### src/rtl/debug_regfile_dump_ctrl_pkg.sv
// Shared types and constants for the register-file dump path.
// FSM encodings, stream geometry and reset values.
package debug_regfile_dump_ctrl_pkg;

  typedef enum logic [1:0] {
    ST_IDLE = 2'd0,
    ST_READ = 2'd1,
    ST_SEND = 2'd2,
    ST_NEXT = 2'd3
  } dump_state_e;

  localparam int NB_DATA_DEF    = 32;
  localparam int NB_REG_DEF     = 5;
  localparam int SIZE_REG_DEF   = 32;
  localparam int NB_BYTE        = 8;
  localparam int BYTES_PER_WORD = NB_DATA_DEF / NB_BYTE;

  localparam dump_state_e RST_STATE = ST_IDLE;
  localparam logic        RST_BUSY  = 1'b0;
  localparam logic        RST_DONE  = 1'b0;
  localparam logic        RST_VALID = 1'b0;

endpackage

### src/rtl/debug_word_serializer.sv
// Word-to-byte serializer, LSB first, valid/ready output.
// Flags the cycle in which the last byte of a word is accepted.
module debug_word_serializer
  import debug_regfile_dump_ctrl_pkg::*;
#(
  parameter int NB_DATA = 32,
  parameter int NB_BYTE = 8
) (
  input  logic               i_clk,
  input  logic               i_rst_n,
  input  logic               i_clear,
  input  logic               i_load,
  input  logic [NB_DATA-1:0] i_word,
  input  logic               i_ready,
  output logic [NB_BYTE-1:0] o_data,
  output logic               o_valid,
  output logic               o_last_acc
);

  localparam int BPW = NB_DATA / NB_BYTE;
  localparam int CW  = (BPW > 1) ? $clog2(BPW) : 1;
  localparam logic [CW-1:0] LAST = CW'(BPW - 1);

  logic [NB_DATA-1:0] word_q, word_d;
  logic [CW-1:0]      cnt_q, cnt_d;
  logic               valid_q, valid_d;
  logic               xfer;
  logic               last;

  assign xfer = valid_q & i_ready;
  assign last = (cnt_q == LAST);

  // load, shift after each accepted byte, drop valid after the last
  always_comb begin
    word_d  = word_q;
    cnt_d   = cnt_q;
    valid_d = valid_q;
    if (i_clear) begin
      word_d  = '0;
      cnt_d   = '0;
      valid_d = RST_VALID;
    end else if (i_load) begin
      word_d  = i_word;
      cnt_d   = '0;
      valid_d = 1'b1;
    end else if (xfer) begin
      if (last) begin
        word_d  = '0;
        cnt_d   = '0;
        valid_d = 1'b0;
      end else begin
        word_d = word_q >> NB_BYTE;
        cnt_d  = cnt_q + 1'b1;
      end
    end
  end

  // serializer state registers
  always_ff @(posedge i_clk or negedge i_rst_n) begin
    if (!i_rst_n) begin
      word_q  <= '0;
      cnt_q   <= '0;
      valid_q <= RST_VALID;
    end else begin
      word_q  <= word_d;
      cnt_q   <= cnt_d;
      valid_q <= valid_d;
    end
  end

  assign o_data     = word_q[NB_BYTE-1:0];
  assign o_valid    = valid_q;
  assign o_last_acc = xfer & last & ~i_clear;

endmodule

### src/rtl/debug_regfile_dump_ctrl.sv
// Dumps every register-file word as a byte stream.
// Keeps the pipeline halted for the whole dump.
module debug_regfile_dump_ctrl
  import debug_regfile_dump_ctrl_pkg::*;
#(
  parameter int NB_DATA  = 32,
  parameter int NB_REG   = 5,
  parameter int SIZE_REG = 32,
  parameter int NB_BYTE  = 8
) (
  input  logic               i_clk,
  input  logic               i_rst_n,
  input  logic               i_start,
  input  logic               i_abort,
  output logic               o_busy,
  output logic               o_done,
  output logic               o_pipeline_halt,
  output logic [NB_REG-1:0]  o_address_read_debug,
  input  logic [NB_DATA-1:0] i_data_read_debug,
  output logic [NB_BYTE-1:0] o_tx_data,
  output logic               o_tx_valid,
  input  logic               i_tx_ready
);

  localparam logic [NB_REG-1:0] LAST_ADDR = NB_REG'(SIZE_REG - 1);

  dump_state_e       state_q, state_d;
  logic [NB_REG-1:0] addr_q, addr_d;
  logic              busy_q, busy_d;
  logic              done_q, done_d;
  logic              ser_load;
  logic              ser_clear;
  logic              ser_last;

  // next state, address walk, busy and done
  always_comb begin
    state_d   = state_q;
    addr_d    = addr_q;
    busy_d    = busy_q;
    done_d    = 1'b0;
    ser_load  = 1'b0;
    ser_clear = 1'b0;
    if (i_abort) begin
      state_d   = ST_IDLE;
      addr_d    = '0;
      busy_d    = RST_BUSY;
      ser_clear = 1'b1;
    end else begin
      unique case (state_q)
        ST_IDLE: begin
          if (i_start) begin
            state_d = ST_READ;
            busy_d  = 1'b1;
            addr_d  = '0;
          end
        end
        ST_READ: begin
          ser_load = 1'b1;
          state_d  = ST_SEND;
        end
        ST_SEND: begin
          if (ser_last) begin
            if (addr_q == LAST_ADDR) begin
              state_d = ST_IDLE;
              done_d  = 1'b1;
              busy_d  = 1'b0;
              addr_d  = '0;
            end else begin
              state_d = ST_NEXT;
            end
          end
        end
        ST_NEXT: begin
          addr_d  = addr_q + 1'b1;
          state_d = ST_READ;
        end
        default: state_d = ST_IDLE;
      endcase
    end
  end

  // control registers
  always_ff @(posedge i_clk or negedge i_rst_n) begin
    if (!i_rst_n) begin
      state_q <= RST_STATE;
      addr_q  <= '0;
      busy_q  <= RST_BUSY;
      done_q  <= RST_DONE;
    end else begin
      state_q <= state_d;
      addr_q  <= addr_d;
      busy_q  <= busy_d;
      done_q  <= done_d;
    end
  end

  debug_word_serializer #(
    .NB_DATA (NB_DATA),
    .NB_BYTE (NB_BYTE)
  ) u_ser (
    .i_clk      (i_clk),
    .i_rst_n    (i_rst_n),
    .i_clear    (ser_clear),
    .i_load     (ser_load),
    .i_word     (i_data_read_debug),
    .i_ready    (i_tx_ready),
    .o_data     (o_tx_data),
    .o_valid    (o_tx_valid),
    .o_last_acc (ser_last)
  );

  assign o_busy               = busy_q;
  assign o_pipeline_halt      = busy_q;
  assign o_done               = done_q;
  assign o_address_read_debug = addr_q;

endmodule

### config.mk
export PLATFORM = sky130hd
export DESIGN_NAME = debug_regfile_dump_ctrl
export DESIGN_NICKNAME = d
export VERILOG_FILES = /design/src/rtl/debug_regfile_dump_ctrl_pkg.sv /design/src/rtl/debug_word_serializer.sv /design/src/rtl/debug_regfile_dump_ctrl.sv
export SDC_FILE = /design/constraint.sdc
export NUM_CORES = 1
export LEC_CHECK = 0
export CAP_MARGIN = 20
export CORE_MARGIN = 4
export CORE_UTILIZATION = 56
export CTS_CLUSTER_SIZE = 20
export DETAILED_ROUTE_END_ITERATION = 16
export DONT_BUFFER_PORTS = 1
export PLACE_DENSITY = 0.74
export REMOVE_ABC_BUFFERS = 1
export SYNTH_ARGS = -nofsm -noshare
export SYNTH_HDL_FRONTEND = slang
export SYNTH_SLANG_ARGS = --single-unit
### constraint.sdc
create_clock -name i_clk -period 1.8 [get_ports i_clk]
set_input_delay 0.36 -clock i_clk [delete_from_list [all_inputs] [get_ports i_clk]]
set_output_delay 0.36 -clock i_clk [all_outputs]
set_load 0.01 [all_outputs]
# Yosys cells after proc, flatten, opt, wreduce, memory -nomap -nowiden
# Cells that the tools add are included.
[word_totals] output_inout_bits=17 reg_bits=44 elab_cells=64 input_bits=37
[classes] n_reduce_logical=9 n_addsub=2 bitwise=4 muxes=34 n_eq_ne=8
[ops] op="2-to-1 mux 32 bit" n=3
[ops] op="2-to-1 mux 24 bit" n=1
[ops] op="2-to-1 mux 5 bit" n=4
[ops] op="2-to-1 mux 2 bit" n=8
[ops] op="2-to-1 mux 1 bit" n=15
[ops] op="one-hot mux 5 bit (3 select lines)" n=1
[ops] op="inequality test 3 bit, second input constant" n=3
[ops] op="nonzero test 3 bit" n=3
[ops] op="one-hot mux 2 bit (4 select lines)" n=1
[ops] op="AND reduction 4 bit" n=2
[ops] op="equality test 2 bit, second input constant" n=3
[ops] op="adder 5 x 1 -> 5 bit, second input constant" n=1
[ops] op="equality test 5 bit, second input constant" n=1
[ops] op="AND reduction 2 bit" n=2
[ops] op="nonzero test 4 bit" n=1
[ops] op="bitwise AND 1 bit" n=3
[ops] op="adder 2 x 1 -> 2 bit, second input constant" n=1
[ops] op="equality test 2 x 1 -> 1 bit, second input constant" n=1
[ops] op="zero test 2 bit" n=1
[ops] op="one-hot mux 1 bit (2 select lines)" n=1
[ops] op="inverter 1 bit" n=1

# Longest topological paths before layout
# Gate-level depths: netlist of the first run.
[logic_depth] word_depth=6 depth_mapped=7 ltp_nobuf=7

# Modules after synthesis
# A second synthesis of the first run with hierarchy kept.
[unflattened] hier_cells=255 area_unflattened_um2=2660.1
[by_module_without_submodules] module="debug_word_serializer" n_inst=1 seq_area_each_um2=875.8 area_each_um2=2025.7 cells_each=189
[by_module_without_submodules] module="debug_regfile_dump_ctrl" n_inst=1 seq_area_each_um2=225.2 area_each_um2=634.4 cells_each=66

# Worst setup path before layout of the first run
# OpenSTA, ideal clock, no wires.
[synth_path] path_kind="reg2reg" from="register addr_q[0] (netlist: o_address_read_debug[0])" to="register addr_q[0] (netlist: o_address_read_debug[0])" stages_incl_launch_ff=8 path_slack_ns=-0.043 path_buffers=0 synth_period_minus_slack_ns=1.843 t_arrival_ns=1.711 setup_ns=0.132 t_required_ns=1.668 cell_sequence="dfrtp_1 -> ha_1 -> and3_1 -> ha_1 -> nand4_2 -> a211oi_4 -> mux2i_1 -> nor2_1"
[synth_via] elab_chain_cells=3 elab_cells_between_ends=6 cone_classes="1 x add/sub; 2 x eq/ne; 2 x mux; 1 x reduce/logical"
[synth_lines] item="start: declaration" line="debug_regfile_dump_ctrl.sv:28" text="logic [NB_REG-1:0] addr_q, addr_d;"
[synth_lines] item="start signal: assignment" line="debug_regfile_dump_ctrl.sv:91" text="addr_q <= addr_d;"
[synth_lines] item="adder 5 x 1 -> 5 bit or equality test 5 bit (tied branches)" line="debug_regfile_dump_ctrl.sv:74, debug_regfile_dump_ctrl.sv:63"
[synth_lines] item="one-hot mux 5 bit (3 select lines) or inequality test 3 bit (tied branches)"
[synth_lines] item="2-to-1 mux 5 bit or AND reduction 4 bit (tied branches)"
# Several ways; a longest one is shown, not always the timed one.
# A chain may end at the register's enable or synchronous reset.

# Worst setup path in the final report of the first run
[layout_path] from="register addr_q[1] (netlist: o_address_read_debug[1])" to="register addr_q[3] (netlist: o_address_read_debug[3])"
# Same word-level chain as after synthesis.

==> flow_summary.json, run 1 <==
{
  "status": "completed",
  "hold_class": "input pin to flop",
  "clk_pin_slew_worst_paths_ns": 0.08,
  "die_x_um": 69.87,
  "synth.area.top_cells": "dfrtp_1, a22oi_1, o21ai_1",
  "initial_utilization": 0.5811,
  "cp_cell_sequence": "ha_2, and3_4, ha_4, nand4_4, a211oi_4, nand4b_1, a21oi_1",
  "port_buffers": 0,
  "slowest_stage": "a211oi_4",
  "cts_max_level": 2,
  "synth_edf_count": 0,
  "synth_xor_area_frac": 0,
  "synth-simple-area-share": 0.1337,
  "grtUsageTotal": 0.1972,
  "avgSynthCellArea_um2": 10.21,
  "fin_cells": 262,
  "syn_to_final_growth_pct": 14.36,
  "clockBufferDepth": 2,
  "synthDistinctLibCells": 30,
  "maxCapViolCount": 0,
  "drtPass1Iterations": 4,
  "synth_top_family_by_area": "compound AO/OA/AOI/OAI gates",
  "ir_drop_uv": 536.3,
  "num-nets-final": 258,
  "syn_inst": 210,
  "critPathLaunchType": "flop",
  "clock.fmax_ghz": 0.5573,
  "min_period_ns": 1.794,
  "drt-total-wl_um": 4642,
  "syn_area_mm2": 0.002143,
  "cp_max_fo": 6,
  "cp.arrival_ns": 2.02,
  "vias": 1604,
  "maxSlewHeadroom": 0.7010,
  "grt_pass1_vias": 1681,
  "antenna_found_initial": 0,
  "setup_viol": 0,
  "powerDensity_mw_per_mm2": 1149,
  "post-synth-top-count-cell": "dfrtp_1",
  "drcViolationCount": 0,
  "rsz0062_at_grt": "yes",
  "synth.area.mux_share": 0.02335,
  "ys_seq_area_frac": 0.5137,
  "clock_skew_ns": 0.002911,
  "die_h_um": 69.87,
  "dieArea_mm2": 0.004881,
  "ys_ff_latch": 44,
  "cpPeakStageDelay_ns": 0.38,
  "synth_common_cells": "dfrtp_1, nand2_1, o21ai_1",
  "yosys_warnings": 0,
  "power_mw": 2.815,
  "grt_start_max_net_pins": 52,
  "row_count": 22,
  "dpl.hpwl_um": 3210,
  "drive_gt1_frac": 0.1729,
  "grt_pass1_wl_um": 7838,
  "rrSetupSlack_ns": 0.006,
  "dp_cells": 247,
  "gp_routability_congestion": 0.7878,
  "slew_violations": 0,
  "synth_fa_ha_area_frac": 0.04670,
  "p_leak_nw": 1.084,
  "ios": 54,
  "worstPathRequired_ns": 2.02,
  "worst_pin_slew_ns": 0.4470,
  "ctsRootBufferMaster": "clkbuf_8",
  "synth_compound_area_frac": 0.2183,
  "hold_violations": 0,
  "gr-total-overflow": 0,
  "viasPerCell": 6.122,
  "finalCritPeriodShare": 0.9969,
  "post_drt_wl_per_cell_um": 17.72,
  "ant_nets": 0,
  "antenna_cells": 0,
  "synth_top_area_share": 0.5137,
  "timing_worst_setup_path_type": "flop to flop",
  "cp-end-kind": "flop",
  "clock_latency_ns": 0.29,
  "drt-initial-drc-count": 111,
  "clock_sinks": 44,
  "synth.largest_area_cell": "dfrtp_1",
  "ys_async_sr_fraction": 1.000,
  "core_area_mm2": 0.003689,
  "cts_inserted_buffers": 5,
  "synth_flop_cell": "dfrtp_1",
  "cts_tree": "yes"
}
==> what timing repair did <==
item                                   CTS  global route
hold buffers                             2             0
endpoints found under the hold margin   44             0
setup endpoints to repair                5            28
setup buffers                            3             2
pin swaps                                5             7
gates resized for setup                  4             5
==> worst paths after layout <==
kind	cells after the start	startpoint	to
max	7	o_address_read_debug[1]	o_address_read_debug[3]
min	1	i_abort	o_address_read_debug[4]
max reg2reg	7	o_address_read_debug[1]	o_address_read_debug[3]
min reg2reg	2	u_ser.word_q[22]	u_ser.word_q[22]
max in group asynchronous	2	i_rst_n	u_ser.word_q[5]
min in group asynchronous	2	i_rst_n	u_ser.word_q[28]
==> worst max-delay path: cells and delay by family, from the launching register on <==
family	cells	cell delay [ns]
simple gates	3	0.49
compound gates	2	0.54
flops	1	0.37
fa+ha+maj	2	0.32
==> area by class of cell <==
| type | count | area, um^2 |
|---|---|---|
| Multi-Input combinational cell | 140 | 962.2 |
| Clock buffer | 6 | 82.58 |
| Clock inverter | 2 | 38.79 |
| Fill cell | 292 | 1237 |
| Inverter | 3 | 11.26 |
| Tap cell | 48 | 60.06 |
| Sequential cell | 44 | 1101 |
| Timing Repair Buffer | 19 | 195.2 |
==> through the flow <==
stage / setup slack (ns) / hold WS [ns] / cell area, um^2 / utilization / setup TNS [ns]
floorplan: -0.9148 / 0.06441 / 2017 / - / -26.85
global placement: 0.04033 / 0.06558 / 2220 / 0.6018 / 0
detailed placement: -0.05859 / 0.06551 / 2220 / 0.6018 / -0.1527
CTS: 0.002328 / 0.1145 / 2412 / 0.6540 / 0
global route: -0.07097 / 0.1106 / 2451 / 0.6645 / -0.1997
finish: 0.005584 / 0.1179 / 2451 / 0.6645 / 0
==> state kept, by name, indices dropped and copies added, names as in the netlist <==
name and count:
u_ser.word_q 32, o_address_read_debug 5, state_q 2, u_ser.cnt_q 2
o_busy 1, o_done 1, u_ser.o_valid 1
==> power breakdown <==
| group | total [mW] | internal [mW] | switching, mW | leakage, nW |
|---|---|---|---|---|
| clock network | 0.799 | 0.454 | 0.345 | 0.0614 |
| registers | 1.31 | 1.16 | 0.151 | 0.597 |
| logic | 0.709 | 0.318 | 0.390 | 0.426 |
| total | 2.82 | 1.93 | 0.886 | 1.08 |
==> per-layer routing <==
metal	vias to the layer above	global-route usage	wire length [um]
met1	790	0.2397	1960
met2	54	0.3232	2293
met3	8	0.07482	307
met4	0	0.06383	80
li1	752	-	-
met5	-	0	0
==> cell families (layout without fill, tap and decap cells) <==
logic type,count (synthesis),in the layout
AND/OR/NAND/NOR,59,59
adder cells (fa/ha/maj),8,8
multiplexers,5,5
AO/OA/AOI/OAI,68,68
buffers and inverters,26,30
flip-flops,44,44
==> cell usage in the layout, fill, tap and decap left out <==
cell           Yosys  final
nand3_1            3      3
nor3b_1            3      3
a22o_1             9      9
buf_12             0      4
a21oi_1            6      6
and3_1             2      1
buf_4              9     14
nor2b_2            0      2
or3_1              1      1
a211o_1            1      1
nand4_4            0      1
ha_2               0      3
mux2i_1            5      5
o21ai_1           23     23
dlygate4sd3_1      0      1
a211oi_4           1      2
clkinv_4           0      1
dfrtp_1           44     44
inv_1              3      3
nor3_1             7      6
ha_1               8      4
nand4b_1           1      1
nor2b_1            6      4
clkbuf_8           0      6
bufinv_16          0      1
nand2_1           26     26
a22oi_1           21     21
nor2_1             7      7
and3_4             0      1
ha_4               0      1
nor3_4             0      1
o21a_1             1      1
a211oi_1           4      4
nand4_1            1      1
o31ai_1            1      1
nand2b_1           1      1
No activity file was read; power rests on OpenSTA's default activity.
==> run 2, diff against run 1 <==
==> constraint.sdc (replaced) <==
create_clock -name i_clk -period 1.8 [get_ports i_clk]
set_input_delay 0.18 -clock i_clk [delete_from_list [all_inputs] [get_ports i_clk]]
set_output_delay 0.18 -clock i_clk [all_outputs]
set_load 0.01 [all_outputs]
==> run 2 against run 1 <==
  * The flow now finishes with violations (negative hold slack, negative setup slack)
  * Combinational power is 2% higher
  * Count of clock-buffer cells in the layout is the same
  * Sequential cell count unchanged
  * Sequential share of layout area is 0.36 points lower
  * Die area did not move
  * Clock skew about the same
  * Critical path depth did not move
  * Core utilization rose by 0.54 points
  * Highest routed layer unchanged
  * Power increased by 0.50%
  * Non-clock buffer count increased by 2
==> flow_summary.json, run 2 (synthesized netlist as in run 1, its figures left out) <==
{
  "antenna_found_initial": 0,
  "cpPeakStageDelay_ns": 0.39,
  "gr-total-overflow": 0,
  "hold_violations": 12,
  "die_x_um": 69.87,
  "powerDensity_mw_per_mm2": 1145,
  "clock_latency_ns": 0.29,
  "top_register": "u_ser.word_q",
  "violations": "negative hold slack, negative setup slack",
  "initial_utilization": 0.5811,
  "clk_pin_slew_worst_paths_ns": 0.08,
  "clock_skew_ns": 0.002978,
  "ios": 54,
  "final_cell_mix": "dfrtp_1, nand2_1, o21ai_1",
  "hold_buffers": 3,
  "finalSetupTns_ns": -0.007535,
  "r2r_cells": 7,
  "drt-initial-drc-count": 117,
  "fin_ws_ns": -0.007535,
  "drtPass1Iterations": 4,
  "slowest_stage": "a211oi_4",
  "syn_to_final_growth_pct": 15.29,
  "row_count": 22,
  "hold_class": "input pin to flop",
  "min_period_ns": 1.808,
  "grtUsageMet3": 0.07482,
  "viasPerCell": 6.045,
  "fin_util": 0.6699,
  "core_area_mm2": 0.003689,
  "cts_inserted_buffers": 5,
  "grtUsageTotal": 0.1993,
  "fillCellCount": 290,
  "worst_pin_slew_ns": 0.4475,
  "cp-end-kind": "flop",
  "maxCapViolCount": 0,
  "cp_max_fo": 6,
  "vias": 1596,
  "timing_worst_setup_path_type": "flop to flop",
  "ant_nets": 0,
  "drt-total-wl_um": 4673,
  "dieArea_mm2": 0.004881,
  "grt_pass1_wl_um": 7907,
  "gp_routability_congestion": 0.7878,
  "ctsRootBufferMaster": "clkbuf_8",
  "cts_tree": "yes",
  "clock.fmax_ghz": 0.5532,
  "met2_usage": 0.3242,
  "layout_commonest_cell": "dfrtp_1",
  "antenna_cells": 0,
  "cts_max_level": 2,
  "num-nets-final": 260,
  "busiest_layer": "met2",
  "status": "finished with violations",
  "post_drt_wl_per_cell_um": 17.70,
  "rsz0062_at_grt": "yes",
  "maxSlewHeadroom": 0.7007,
  "die_h_um": 69.87,
  "largest_register_ff_count": 32,
  "setup_viol": 1,
  "cp.arrival_ns": 2.03,
  "clockBufferDepth": 2,
  "grt_pass1_vias": 1692,
  "cp_cell_sequence": "ha_2, and3_4, ha_4, nand4_4, a211oi_4, nand4b_1, a21oi_1",
  "finalCritPeriodShare": 1.004,
  "port_buffers": 0,
  "dpl.hpwl_um": 3210,
  "drive_gt1_frac": 0.1806,
  "drcViolationCount": 0,
  "ir_drop_uv": 539.5,
  "grt_start_max_net_pins": 52,
  "whs_ns": -0.05956,
  "use_met1": 0.2453,
  "critPathLaunchType": "flop",
  "p_leak_nw": 1.092,
  "worstPathRequired_ns": 2.02,
  "clock_sinks": 44,
  "slew_violations": 0,
  "min_path_cells": 1
}
[run 2: routing by layer]
metal | share of wire | vias up
li1 | - | 755
met1 | 0.43 | 785
met2 | 0.49 | 48
met3 | 0.066 | 8
met4 | 0.017 | 0
met5 | 0 | -
[run 2: worst max-delay path, delay by kind of cell, from the launching register on]
| family | cells | cell delay, ns |
|---|---|---|
| DFF | 1 | 0.37 |
| adders and majority gates | 2 | 0.32 |
| AOI/OAI and AO/OA | 2 | 0.55 |
| and+or+nand+nor | 3 | 0.49 |
[run 2: metrics by stage]
| stage | power, mW | cell area [um^2] | instances | setup slack, ns |
|---|---|---|---|---|
| after floorplan | 1.764 | 2017 | 187 | -0.9148 |
| after global placement | 1.952 | 2220 | 247 | 0.04033 |
| after detailed placement | 1.996 | 2220 | 247 | -0.05859 |
| after CTS | 2.824 | 2422 | 261 | 0.002328 |
| after global routing | 2.990 | 2471 | 264 | -0.07967 |
| final | 2.829 | 2471 | 264 | -0.007535 |
[run 2: final timing paths]
kind                                         start                      end  slack, ns
min                                        i_abort  o_address_read_debug[4]      -0.06
max in group asynchronous                  i_rst_n                   o_busy       1.24
min reg2reg                       u_ser.word_q[22]         u_ser.word_q[22]       0.49
max reg2reg                o_address_read_debug[1]  o_address_read_debug[3]     -0.008
min in group asynchronous                  i_rst_n         u_ser.word_q[28]       0.35
max                        o_address_read_debug[1]  o_address_read_debug[3]     -0.008
[run 2: report_power, final]
part,switching (mW),internal (mW),total [mW]
registers,0.151,1.16,1.31
logic,0.392,0.329,0.722
clock network,0.346,0.454,0.800
total,0.889,1.94,2.83
[run 2: what timing repair did]
action	CTS	global route
endpoints found under the hold margin	57	12
buffers inserted	3	3
setup endpoints to repair	5	29
resized for setup	4	6
pin swaps	5	7
[run 2: area by class of cell]
class | count | area, um^2 | area share
Inverter | 3 | 11.26 | 0.004557
Clock inverter | 2 | 38.79 | 0.01570
Clock buffer | 6 | 82.58 | 0.03342
Timing Repair Buffer | 21 | 212.7 | 0.08608
Sequential cell | 44 | 1101 | 0.4456
Tap cell | 48 | 60.06 | 0.02430
Multi-Input combinational cell | 140 | 964.7 | 0.3904
